`src/rtl/snake_pkg.sv`:
```
// Shared definitions for the snake game datapath: playfield geometry,
// coordinate type and the collision detector state encoding.
package snake_pkg;

  localparam int GRID_W  = 16;
  localparam int GRID_H  = 12;
  localparam int COORD_W = 4;
  localparam int MAX_LEN = 50;
  localparam int LEN_W   = 6;

  typedef struct packed {
    logic [COORD_W-1:0] x;
    logic [COORD_W-1:0] y;
  } coord_t;

  typedef enum logic [1:0] {
    IDLE   = 2'd0,
    SCAN   = 2'd1,
    DRAIN  = 2'd2,
    REPORT = 2'd3
  } cd_state_t;

endpackage

```
`src/rtl/collision_detector.sv`:
```
// Per-step collision check of the new snake head against walls, body and apple;
// body segments are streamed from a synchronous-read memory, one per cycle.
module collision_detector
  import snake_pkg::*;
#(
  parameter int GRID_W  = snake_pkg::GRID_W,
  parameter int GRID_H  = snake_pkg::GRID_H,
  parameter int COORD_W = snake_pkg::COORD_W,
  parameter int MAX_LEN = snake_pkg::MAX_LEN,
  parameter int LEN_W   = snake_pkg::LEN_W
) (
  input  logic               clk,
  input  logic               rst,
  input  logic               step,
  input  logic [COORD_W-1:0] headX,
  input  logic [COORD_W-1:0] headY,
  input  logic [COORD_W-1:0] appleX,
  input  logic [COORD_W-1:0] appleY,
  input  logic [LEN_W-1:0]   snakeLen,
  output logic [LEN_W-1:0]   bodyAddr,
  input  logic [COORD_W-1:0] bodyX,
  input  logic [COORD_W-1:0] bodyY,
  output logic               busy,
  output logic               goodColl,
  output logic               badColl,
  output logic               done
);

  // Compare one bit wider so an out-of-range limit never folds to a constant.
  function automatic logic wall_hit(input logic [COORD_W-1:0] x,
                                    input logic [COORD_W-1:0] y);
    return ({1'b0, x} >= (COORD_W+1)'(GRID_W)) ||
           ({1'b0, y} >= (COORD_W+1)'(GRID_H));
  endfunction

  function automatic logic [LEN_W-1:0] clamp_len(input logic [LEN_W-1:0] len);
    return (len > LEN_W'(MAX_LEN)) ? LEN_W'(MAX_LEN) : len;
  endfunction

  cd_state_t          state_q, state_d;
  logic [LEN_W-1:0]   addr_q, addr_d;
  logic               bad_q, bad_d;
  logic               vld_p1_q, vld_p1_d;
  logic               busy_q, busy_d;
  logic               done_q, done_d;
  logic               good_q, good_d;
  logic               badc_q, badc_d;

  logic [COORD_W-1:0] hx_q, hy_q, ax_q, ay_q;
  logic [COORD_W-1:0] hx_d, hy_d, ax_d, ay_d;
  logic [LEN_W-1:0]   len_q, len_d;

  logic               wall;
  logic               match;
  logic               bad_now;

  assign wall    = wall_hit(headX, headY);
  assign match   = vld_p1_q && (bodyX == hx_q) && (bodyY == hy_q);
  assign bad_now = bad_q | match;

  always_comb begin
    state_d  = state_q;
    addr_d   = addr_q;
    bad_d    = bad_q;
    vld_p1_d = (state_q == SCAN);
    busy_d   = 1'b0;
    done_d   = 1'b0;
    good_d   = 1'b0;
    badc_d   = 1'b0;
    hx_d     = hx_q;
    hy_d     = hy_q;
    ax_d     = ax_q;
    ay_d     = ay_q;
    len_d    = len_q;
    case (state_q)
      IDLE: begin
        if (step) begin
          hx_d   = headX;
          hy_d   = headY;
          ax_d   = appleX;
          ay_d   = appleY;
          len_d  = clamp_len(snakeLen);
          addr_d = '0;
          bad_d  = wall;
          busy_d = 1'b1;
          if (wall || (clamp_len(snakeLen) == '0)) begin
            state_d = REPORT;
            done_d  = 1'b1;
            badc_d  = wall;
            good_d  = !wall && (headX == appleX) && (headY == appleY);
          end else begin
            state_d = SCAN;
          end
        end
      end
      SCAN: begin
        busy_d = 1'b1;
        bad_d  = bad_now;
        if (addr_q == len_q - LEN_W'(1)) begin
          state_d = DRAIN;
        end else begin
          addr_d = addr_q + LEN_W'(1);
        end
      end
      DRAIN: begin
        // Last segment's data arrives here; the result registers load on this edge.
        busy_d  = 1'b1;
        bad_d   = bad_now;
        state_d = REPORT;
        done_d  = 1'b1;
        badc_d  = bad_now;
        good_d  = !bad_now && (hx_q == ax_q) && (hy_q == ay_q);
      end
      default: begin
        state_d = IDLE;
      end
    endcase
  end

  always_ff @(posedge clk) begin
    if (rst) begin
      state_q  <= IDLE;
      addr_q   <= '0;
      bad_q    <= 1'b0;
      vld_p1_q <= 1'b0;
      busy_q   <= 1'b0;
      done_q   <= 1'b0;
      good_q   <= 1'b0;
      badc_q   <= 1'b0;
    end else begin
      state_q  <= state_d;
      addr_q   <= addr_d;
      bad_q    <= bad_d;
      vld_p1_q <= vld_p1_d;
      busy_q   <= busy_d;
      done_q   <= done_d;
      good_q   <= good_d;
      badc_q   <= badc_d;
    end
  end

  always_ff @(posedge clk) begin
    hx_q  <= hx_d;
    hy_q  <= hy_d;
    ax_q  <= ax_d;
    ay_q  <= ay_d;
    len_q <= len_d;
  end

  assign bodyAddr = addr_q;
  assign busy     = busy_q;
  assign done     = done_q;
  assign goodColl = good_q;
  assign badColl  = badc_q;

endmodule

```
`config.mk`:
```
export PLATFORM = sky130hd
export DESIGN_NAME = collision_detector
export DESIGN_NICKNAME = d
export VERILOG_FILES = /design/src/rtl/snake_pkg.sv /design/src/rtl/collision_detector.sv
export SDC_FILE = /design/constraint.sdc
export NUM_CORES = 1
export LEC_CHECK = 0
export ABC_AREA = 1
export CAP_MARGIN = 20
export CORE_ASPECT_RATIO = 0.9
export CORE_MARGIN = 3
export CORE_UTILIZATION = 43
export CTS_CLUSTER_DIAMETER = 120
export DETAILED_ROUTE_END_ITERATION = 6
export PLACE_DENSITY = 0.72
export SYNTH_ARGS = -nofsm -noshare
export SYNTH_HDL_FRONTEND = slang
export SYNTH_SLANG_ARGS = --single-unit
```
`constraint.sdc`:
```
create_clock -name clk -period 1.6 [get_ports clk]
set_clock_uncertainty 0.1 [all_clocks]
set_input_delay 0.16 -clock clk [delete_from_list [all_inputs] [get_ports clk]]
set_output_delay 0.16 -clock clk [all_outputs]
set_load 0.01 [all_outputs]
```
==> results.cfg <==
[outcome]
status = complete, but fails checks
violations = setup timing

[yosys]
synthTopCellsByArea = edfxtp_1 (32%), dfxtp_1 (13%), nand2_1 (12%)
ys.warnings.count = 0
post_synth_num_cell_types = 28
synth.largest_area_cell = edfxtp_1
syn_area_per_cell_um2 = 7.82
ys_ff_latch = 36
netlist.area_leader.share_pct = 31.6
synth_area_um2 = 2090
ys_seq_area_share_pct = 45.1
synth_nets = 306
syn_inst = 267

[pwr]
vdd_drop_max_mv = 0.624
powerDensity_nw_per_um2 = 1510
power.leakage_nw = 1.27
p_seq_share_pct = 34.3
p_clk_share_pct = 18.1
switching_share_pct = 38.4
switchingPower_w = 0.00168
p_int_w = 0.00270
comb_power_share_pct = 47.7

[routing]
wire_per_inst_um = 11.9
drc = 0
final_antenna_net_count = 0
drt_iter0_drc = 66
vias_per_cell = 4.74
num_vias = 1866
drt-pass1-iter-count = 4
wl_um = 4680

[timing]
hold_viol = 0
relSlewSlack_pct = 80.3
setup_viol = 8
fin_ws_ns = -0.165
tightest_slew_ns = 0.292
fin_crit_sh_pct = 110
max_freq_mhz = 566
finalCriticalPeriod_ns = 1.77
slew_viol_final = 0
rsz0062_at_grt = yes
timing.hold.ws_ns = 0.345

[critical_path]
reg2reg_from = len_q[1]
crit_chain = inv_2, ha_4, nand2_1, nand2_1, nor2_2, nand3_2, nor2_4, nand3_4, nand3_4, nand2_1, inv_2, nor2_1
max_stage_delay_ns = 0.39
r2r_cells = 12
crit_arrival_ns = 1.86
critPathMostFrequentCell = nand2_1
crit_path_top_delay_cell = edfxtp_1
ff2ff_setup_slack_ns = -0.17
critPathLaunchType = flop
cp_top_family = simple AND/OR/NAND/NOR gates
setup.worst_path.class = reg2reg
worst-path-buf-inv = 2
crit_fanout = 8
cp-end-kind = flop
rr_endpoint = bodyAddr[3]
critPathRequiredTime_ns = 1.70

[worst_hold_path]
hold_path_class = in2reg
min_path_cells = 1
worstHoldStart = headY[1]
holdPathEnd = hy_q[1]

[global_routing]
overflow = 0
grt_pass1_wl_um = 7770
grt_pass1_vias = 1738
grt_start_max_net_pins = 24
grt.total_usage_pct = 17.6
antenna_found_initial = 0

[floorplanning]
die_h_um = 72.1
boundaryPins = 43
rows = 23
start_util_pct = 45.6
die_w_um = 79.5
design.core.area_um2 = 4580
die_area_um2 = 5730

[place]
place_congestion = 0.830
port_buffers = 42
dp_hpwl_um = 3720
placed_cells = 385
dp_slack_ns = -0.226

[clock_tree]
cts.clk_slew.worst_paths_ns = 0.07
clock_tree.buffer_depth = 2
clock-root-buffer = clkbuf_8
clock_latency_ns = 0.30
cts_buffers = 5
cts_tree = done
cts.sinks = 36
htreeDepth = 2
ctsHoldBuffers = 0

[final_layout]
final_cell_mix = nand2_1 (64), clkdlybuf4s50_1 (42), inv_1 (35)
area_growth_pct = 38.6
final_layout_size_suffix_gt1_share_pct = 19.6
final_common_cell = nand2_1
nets = 370
fill_cells = 423
diodes = 0
fin_cells = 394

[job]
cap_violations = 0
## power groups by stage
stage                     sequential [W]  combinational (W)  clock (W)
after global placement           0.00150            0.00195          0
after global routing             0.00153            0.00235   0.000838
final                            0.00150            0.00209   0.000791
after detailed placement         0.00151            0.00197          0
after CTS                        0.00149            0.00200   0.000797
after floorplan                  0.00150            0.00118          0
## per-layer routing
layer  up-vias  track usage, %  wire (um)
li1        984               -          -
met1       830            23.7       2230
met2        44            27.2       2140
met3         8            4.59        228
met4         0            6.87         81
met5         -               0          0
## area by class of cell
type / count / area [um^2] / area share, %
multi-input combinational: 181 / 1010 / 34.8
sequential: 36 / 946 / 32.7
timing repair buffer: 59 / 573 / 19.8
inverter: 48 / 184 / 6.36
tap: 62 / 77.6 / 2.68
clock buffer: 5 / 68.8 / 2.38
clock inverter: 3 / 37.5 / 1.30
## kinds of logic after synthesis
family,share of synthesized area [%]
compound gates,6.95
flops,45.1
buf+inv,8.99
fa+ha+maj,3.59
simple gates,30.0
xor+xnor,5.45
## sequential cells by signal, indices dropped and copies added (netlist names)
name      cells
badColl       1
vld_p1_q      1
bad_q         1
bodyAddr      6
ay_q          4
hy_q          4
state_q       2
hx_q          4
ax_q          4
goodColl      1
busy          1
len_q         6
done          1
## worst max path at each step
stage | from | end | slack [ns] | depth (start not counted)
after floorplan | len_q[0] | bodyAddr[2] | -0.11 | 12
after global placement | snakeLen[5] | goodColl | -0.20 | 7
after detailed placement | snakeLen[5] | goodColl | -0.23 | 7
after CTS | len_q[0] | bodyAddr[5] | -0.16 | 13
after global routing | len_q[1] | bodyAddr[5] | -0.32 | 11
final | len_q[1] | bodyAddr[3] | -0.17 | 12
## Yosys cell counts
master     count
nand4_1        7
or2_2          5
xor2_1         9
inv_2          9
clkbuf_1       2
nor3_1         4
o2111ai_1      2
nand2_2        5
a22o_1         1
nand3_1       16
nand2_1       69
o21ai_0        6
dfxtp_1       14
nor2_1        25
o22ai_1        1
a21boi_0       1
o211ai_1       3
a21oi_1        8
o21ai_1        1
nand3_4        2
xnor2_1        4
edfxtp_1      22
clkinv_1       1
ha_1           6
inv_1         38
nor2_2         4
o21a_1         1
nor4_1         1
## through the flow
step	total power (W)	TNS [ns]	util (%)	area (um^2)
2_1_floorplan	0.00269	-0.795	-	2100
3_3_place_gp	0.00344	-1.32	59.9	2740
3_5_place_dp	0.00348	-1.80	59.9	2740
4_1_cts	0.00429	-1.05	62.5	2860
5_1_grt	0.00472	-2.28	63.2	2890
6_report	0.00438	-1.11	63.2	2890
## repair_timing
action	4_1_cts	5_1_grt
setup buffers	1	0
setup endpoints to repair	10	23
pin swaps	3	6
hold endpoints to repair	0	0
gates resized for setup	5	13
Note: power is estimated with default switching activity, not from simulation.
